**config.mk**
```make
export PLATFORM = sky130hd
export DESIGN_NAME = sqrt_rr_scheduler
export DESIGN_NICKNAME = d
export VERILOG_FILES = /design/src/rtl/sqrt_rr_scheduler.sv
export SDC_FILE = /design/constraint.sdc
export NUM_CORES = 1
export LEC_CHECK = 0
export BUFFER_PORTS_ARGS = -buffer_cell sky130_fd_sc_hd__buf_2
export CAP_MARGIN = 10
export CELL_PAD_IN_SITES_DETAIL_PLACEMENT = 1
export CELL_PAD_IN_SITES_GLOBAL_PLACEMENT = 1
export CORE_MARGIN = 2
export CORE_UTILIZATION = 30
export CTS_CLUSTER_SIZE = 25
export DETAILED_ROUTE_END_ITERATION = 6
export GPL_ROUTABILITY_DRIVEN = 0
export HOLD_SLACK_MARGIN = 0.12
export PLACE_DENSITY_LB_ADDON = 0.2
export SYNTH_ARGS = -nofsm -noshare
export SYNTH_HDL_FRONTEND = slang
export SYNTH_SLANG_ARGS = --single-unit
```
**constraint.sdc**
```tcl
create_clock -name clk -period 4.1 [get_ports clk]
set_input_delay 0.82 -clock clk [delete_from_list [all_inputs] [get_ports clk]]
set_output_delay 0.82 -clock clk [all_outputs]
set_load 0.005 [all_outputs]
```
**src/rtl/sqrt_rr_scheduler.sv**
```systemverilog
`default_nettype none
// ============================================================================
// Module  : sqrt_rr_scheduler
// Purpose : Round-robin shared non-restoring square-root engine, one root bit
//           per cycle, with valid/ready request and response handshakes.
// Revision: 1.0
// ============================================================================
module sqrt_rr_scheduler #(
  parameter int NREQ  = 4,
  parameter int WIDTH = 32
) (
  input  logic                     clk,
  input  logic                     rst_n,
  input  logic [NREQ-1:0]          req_valid,
  input  logic [NREQ*WIDTH-1:0]    req_data,
  output logic [NREQ-1:0]          req_ready,
  output logic                     rsp_valid,
  input  logic                     rsp_ready,
  output logic [$clog2(NREQ)-1:0]  rsp_id,
  output logic [WIDTH/2-1:0]       rsp_q,
  output logic [WIDTH/2:0]         rsp_r,
  output logic                     busy
);

  localparam int c_HW  = WIDTH / 2;
  localparam int c_RW  = c_HW + 2;
  localparam int c_IDW = $clog2(NREQ);
  localparam int c_CW  = $clog2(c_HW);

  typedef enum logic [1:0] {ST_IDLE, ST_RUN, ST_FIX, ST_DONE} state_t;

  state_t             r_state, w_state_nxt;
  logic [c_IDW-1:0]   r_ptr;
  logic [WIDTH-1:0]   r_d;
  logic [c_HW-1:0]    r_q;
  logic [c_RW-1:0]    r_rem;
  logic [c_CW-1:0]    r_cnt;

  logic [c_IDW-1:0]   w_winner, w_idx;
  logic               w_found, w_accept;
  logic [NREQ-1:0]    w_grant;
  logic [WIDTH-1:0]   w_sel_data;
  logic [c_RW-1:0]    w_r_shift, w_r_step;
  logic [c_HW:0]      w_r_fix;

  // Scan from the requester after the last winner, wrapping around.
  always_comb begin
    w_winner   = '0;
    w_idx      = '0;
    w_found    = 1'b0;
    w_grant    = '0;
    w_sel_data = '0;
    for (int off = 1; off <= NREQ; off++) begin
      w_idx = c_IDW'((int'(r_ptr) + off) % NREQ);
      if (!w_found && req_valid[w_idx]) begin
        w_found  = 1'b1;
        w_winner = w_idx;
      end
    end
    for (int i = 0; i < NREQ; i++) begin
      if (w_winner == c_IDW'(i)) w_sel_data = req_data[i*WIDTH +: WIDTH];
    end
    if (r_state == ST_IDLE && rst_n && w_found) w_grant[w_winner] = 1'b1;
  end

  assign req_ready = w_grant;
  assign w_accept  = |(w_grant & req_valid);
  assign busy      = (r_state != ST_IDLE);

  // Remainder is two's complement; its sign picks subtract vs add.
  assign w_r_shift = {r_rem[c_RW-3:0], r_d[WIDTH-1 -: 2]};
  assign w_r_step  = r_rem[c_RW-1] ? (w_r_shift + {r_q, 2'b11})
                                   : (w_r_shift - {r_q, 2'b01});
  assign w_r_fix   = r_rem[c_RW-1] ? (r_rem[c_HW:0] + {r_q, 1'b1}) : r_rem[c_HW:0];

  always_comb begin
    w_state_nxt = r_state;
    case (r_state)
      ST_IDLE: if (w_accept) w_state_nxt = ST_RUN;
      ST_RUN:  if (r_cnt == c_CW'(c_HW - 1)) w_state_nxt = ST_FIX;
      ST_FIX:  w_state_nxt = ST_DONE;
      ST_DONE: if (rsp_ready) w_state_nxt = ST_IDLE;
      default: w_state_nxt = ST_IDLE;
    endcase
  end

  always_ff @(posedge clk or negedge rst_n) begin
    if (!rst_n) begin
      r_state   <= ST_IDLE;
      r_ptr     <= c_IDW'(NREQ - 1);
      r_d       <= '0;
      r_q       <= '0;
      r_rem     <= '0;
      r_cnt     <= '0;
      rsp_valid <= 1'b0;
      rsp_id    <= '0;
      rsp_q     <= '0;
      rsp_r     <= '0;
    end else begin
      r_state <= w_state_nxt;
      case (r_state)
        ST_IDLE: begin
          if (w_accept) begin
            r_d    <= w_sel_data;
            rsp_id <= w_winner;
            r_ptr  <= w_winner;
            r_q    <= '0;
            r_rem  <= '0;
            r_cnt  <= '0;
          end
        end
        ST_RUN: begin
          r_rem <= w_r_step;
          r_q   <= {r_q[c_HW-2:0], ~w_r_step[c_RW-1]};
          r_d   <= r_d << 2;
          r_cnt <= r_cnt + 1'b1;
        end
        ST_FIX: begin
          rsp_q     <= r_q;
          rsp_r     <= w_r_fix;
          rsp_valid <= 1'b1;
        end
        ST_DONE: begin
          if (rsp_ready) rsp_valid <= 1'b0;
        end
        default: ;
      endcase
    end
  end

endmodule
`default_nettype wire

```
### Yosys cells after proc, flatten, opt, wreduce, memory -nomap -nowiden

Index checks and enable logic that the tools add are counted.
W data, S select, Z words.

* reductions and logical operators: 19
* $lt $le $gt $ge: 6
* equal/unequal tests: 10
* muxes and demuxes: 39
* bitwise gates (word level): 2
* add/sub/neg operators: 8

Operator list (number)
* $mux W32: 5
* $pmux W32 S2: 1
* $mux W18: 2
* $pmux W18 S2: 1
* $pmux W16 S2: 1
* $add A18 B18 Y18: 1
* $sub A18 B18 Y18: 1
* $add A17 B17 Y17: 1
* $mux W17: 1
* $mux W16: 1
* $lt A2 B3 Y1 const B: 5
* $mux W2: 7
* $mux W1: 10
* $bmux W1 S2: 4
* $eq A2 B2 Y1 const B: 4
* $mux W4: 2
* $pmux W2 S4: 1
* $pmux W4 S2: 1
* $logic_and A1 B1 Y1: 6
* $ne A2 B2 Y1 const B: 3
* $reduce_and A2 Y1: 3
* $reduce_bool A2 Y1: 3
* $add A2 B1 Y2 const B: 2
* $add A2 B2 Y2 const B: 2
* other kinds (12): 16

* output and inout bits: 41
* word-level logic and storage cells: 94
* bits in registers: 110

### Longest topological paths before layout

* depth after elaboration: 22
* gate-level depth with buffers: 12
* depth with buffers taken out: 9

### Least setup slack after synthesis

No wires, ideal clock.

* kind: input to output
* start: in req_valid[1]
* end: out req_ready[1]
* arrival time: 2.124 ns
* required time: 3.280 ns
* setup slack: 1.156 ns
* stages: 6
* cell sequence: nor2b_1 a21oi_1 o221ai_2 buf_2 buf_2 nor3b_1

* word-level cells in the longest chain between the ends: 17

Ends and longest elaborated chain
* start: declaration: RTL line 14 `input logic [NREQ-1:0] req_valid,`
* $bmux W1 S2: RTL line 55 `if (!w_found && req_valid[w_idx]) begin`
* $mux W1 (not written as such): RTL line 55
* $mux W1: RTL line 55
* $logic_not A1 Y1: RTL line 55
* $logic_and A1 B1 Y1: RTL line 55
* $mux W1: RTL line 55
* $logic_not A1 Y1: RTL line 55
* $logic_and A1 B1 Y1: RTL line 55
* $mux W1: RTL line 55
* $logic_not A1 Y1: RTL line 55
* $logic_and A1 B1 Y1: RTL line 55
* $mux W2: RTL line 55
* $lt A2 B3 Y1 (not written as such) or $ge A2 B1 Y1 (tied branches): RTL line 63 `if (r_state == ST_IDLE && rst_n && w_found) w_grant[w_winner] = 1'b1;`
* $logic_and A1 B1 Y1 (not written as such): RTL line 63
* $mux W1 (not written as such): RTL line 63
* $demux W1 S2: RTL line 63
* $mux W4 (*): RTL line 63
* end: declaration: RTL line 16 `output logic [NREQ-1:0] req_ready,`

Mark *: on every way between the ends. The rest lies on a longest branch, timed or not. The select of a mux whose other input is x is not followed.

### Final worst setup path

* start: reg r_state[0]
* end: out req_ready[3]

* word-level cells in the longest chain between the ends: 4

Ends and longest elaborated chain
* start: declaration: RTL line 32 `state_t r_state, w_state_nxt;`
* start signal: assignment: RTL line 100 `r_state <= w_state_nxt;`
* $logic_not A2 Y1: RTL line 63
* $logic_and A1 B1 Y1 (2 in a row): RTL line 63
* $mux W4: RTL line 63

Every way passes these cells.

==> results.cfg <==
[finish]
n_antenna_cell = 0
area_delta_synth_final_pct = 20.4
layout.nets = 1181
final_common_cell = buf_2
drive_above_1_share = 0.237
final_cells = 1337
final_cell_mix = buf_2, nor2_1, nand2_1

[clock_tree]
cts-buffers-inserted = 9
clock_latency_ns = 0.36
htree_levels = 3
cts_tree = done
postCtsSetupBuffers = 0
clk_pin_slew_ns = 0.08
cts.sinks = 110
cts-root-buf = clkbuf_16
cts_resized = 0
clock_path_buffers = 2
ctsHoldBuffers = 0

[global_routing]
grt_overflow = 0
grt_max_degree = 63
grt.total_usage = 0.171
grt_pass1_wl_mm = 35.8
first_global_vias = 7040
antenna_found_initial = 0

[hold_path]
hold_class = reg -> reg

[critical_path]
r2r-end = r_rem[15]
crit_type = reg -> out
r2r_cells = 8
crit_fanout = 13
r2r_slack_ns = 1.24
cp.required_ns = 3.28
worstPathArrival_ns = 2.17
start_kind = register
end_kind = output port
startpoint = r_state[0]
r2r_start = r_state[1]
endpoint = req_ready[3]

[timing]
max-slew-margin-rel = 0.418
finalSetupViolations = 0
rsz0062_at_grt = no
clock_skew_ns = 0.00929
period_minus_slack_ns = 2.99
worst_hold_slack_ns = 0.492
fmax_mhz = 335
drv_slew = 0
timing.final.ws_setup_ns = 1.11
finalSetupTns_ns = 0
post-route-period-util = 0.729
hold_viol_final = 0
worst_slew_pin_slew_ns = 0.872

[floorplanning]
fp-row-count = 57
ios = 176
die-width_um = 160
fp.dieArea_um2 = 25700
die_h_um = 160
start_util = 0.303
core_area_um2 = 24200

[pwr]
leakage_nw = 4.15
power.density_nw_per_um2 = 676
ir_worst_vdd_uv = 318

[place]
post-place-ws_ns = 0.968
port_buffers = 175
post-dp-hpwl_mm = 16.0
dp_cells = 1321

[detailed_routing]
drtAntennaViolNets = 0
dr.pass1.iters = 4
drt-wirelength-per-cell_um = 16.0
via_per_inst = 4.97
vias = 6639
drc = 0
totalWireLength_mm = 21.3
first_iter_violations = 393

[status]
status = finished clean

[logic_synthesis]
synth_seq_area_share = 0.376
synth_edf_count = 0
yosysWarnings = 0
yosysUniqueCellTypes = 58
async_flop_share = 1.00
syn_area_um2 = 7330
syn_inst = 860
ys_seq_elements = 110
synthFlopType = dfrtp_1
syn_nets = 1033
syn_area_per_cell_um2 = 8.53

[flow_run]
cap_violations = 0
==> worst min path at each step <==
stage              start        end  slack [ns]  depth (start not counted)
6_report       rsp_id[1]  rsp_id[1]        0.49                          2
5_1_grt         rsp_r[7]   rsp_r[7]        0.53                          1
4_1_cts        rsp_id[1]  rsp_id[1]        0.51                          2
3_5_place_dp   rsp_id[1]  rsp_id[1]        0.49                          2
3_3_place_gp   rsp_id[1]  rsp_id[1]        0.48                          2
2_1_floorplan    r_d[30]   r_rem[0]        0.46                          1
==> synth_stat cells (15+ instances only) <==
| cell type | count | area share |
|---|---|---|
| buf_2 | 16 | 0.011 |
| xnor2_1 | 34 | 0.041 |
| o211ai_1 | 33 | 0.034 |
| nor2_1 | 114 | 0.058 |
| dfrtp_1 | 108 | 0.37 |
| a21oi_1 | 100 | 0.068 |
| inv_1 | 15 | 0.0077 |
| nand2_1 | 110 | 0.056 |
| o21ai_0 | 27 | 0.018 |
| a22o_1 | 19 | 0.023 |
| mux2_2 | 21 | 0.032 |
| nand3_1 | 34 | 0.023 |
| nor2b_1 | 37 | 0.032 |
| ha_1 | 37 | 0.063 |
| clkbuf_1 | 26 | 0.013 |
==> kinds of logic (layout without fill, tap and decap cells) <==
group | count (synthesis) | in the layout | synth area share
multiplexers | 41 | 41 | 0.0698
adder cells (fa/ha/maj) | 38 | 38 | 0.0659
buffers and inverters | 67 | 220 | 0.0377
AND/OR/NAND/NOR | 333 | 333 | 0.203
XOR/XNOR | 38 | 38 | 0.0454
flip-flops | 110 | 110 | 0.376
AO/OA/AOI/OAI | 233 | 233 | 0.203
==> per-stage QoR <==
stage | area (um2) | util | total power, mW
6_report | 8830 | 0.365 | 5.97
5_1_grt | 8830 | 0.365 | 6.58
4_1_cts | 8830 | 0.365 | 6.07
3_3_place_gp | 8540 | 0.353 | 5.13
2_1_floorplan | 7330 | - | 4.23
3_5_place_dp | 8540 | 0.353 | 5.19
==> area by class of cell <==
cell class / count / area, um2
Clock inverter: 7 / 57.6
Multi-Input combinational cell: 683 / 4320
Clock buffer: 9 / 225
Inverter: 16 / 60.1
Tap cell: 324 / 405
Timing Repair Buffer: 188 / 1000
Fill cell: 2911 / 15400
Sequential cell: 110 / 2760
==> worst max-delay path: stages (launching register included) <==
cell      delay (ns)
dfrtp_1         0.42
inv_1           0.14
ha_1            0.37
nand3_2         0.33
nand2b_1        0.31
nor2b_1         0.13
buf_2           0.11
==> metal layers <==
layer / global-route usage / vias to the layer above / routed length (um)
li1: - / 3336 / -
met1: 0.228 / 3154 / 10300
met2: 0.292 / 136 / 9990
met3: 0.0271 / 13 / 882
met4: 0.0393 / 0 / 200
met5: 0 / - / 0
==> power breakdown <==
| group | internal, mW | switching [mW] | leakage, nW |
|---|---|---|---|
| clock network | 0.422 | 0.434 | 0.141 |
| registers | 1.45 | 0.260 | 1.40 |
| logic | 1.41 | 1.99 | 2.62 |
==> state kept, by name, indices dropped and copies added (netlist names) <==
name       flops
r_cnt          4
r_d           32
r_ptr          2
r_q           16
r_rem         18
r_state        2
rsp_id         2
rsp_q         16
rsp_r         17
rsp_valid      1
Note: power is estimated with default switching activity, not from simulation.
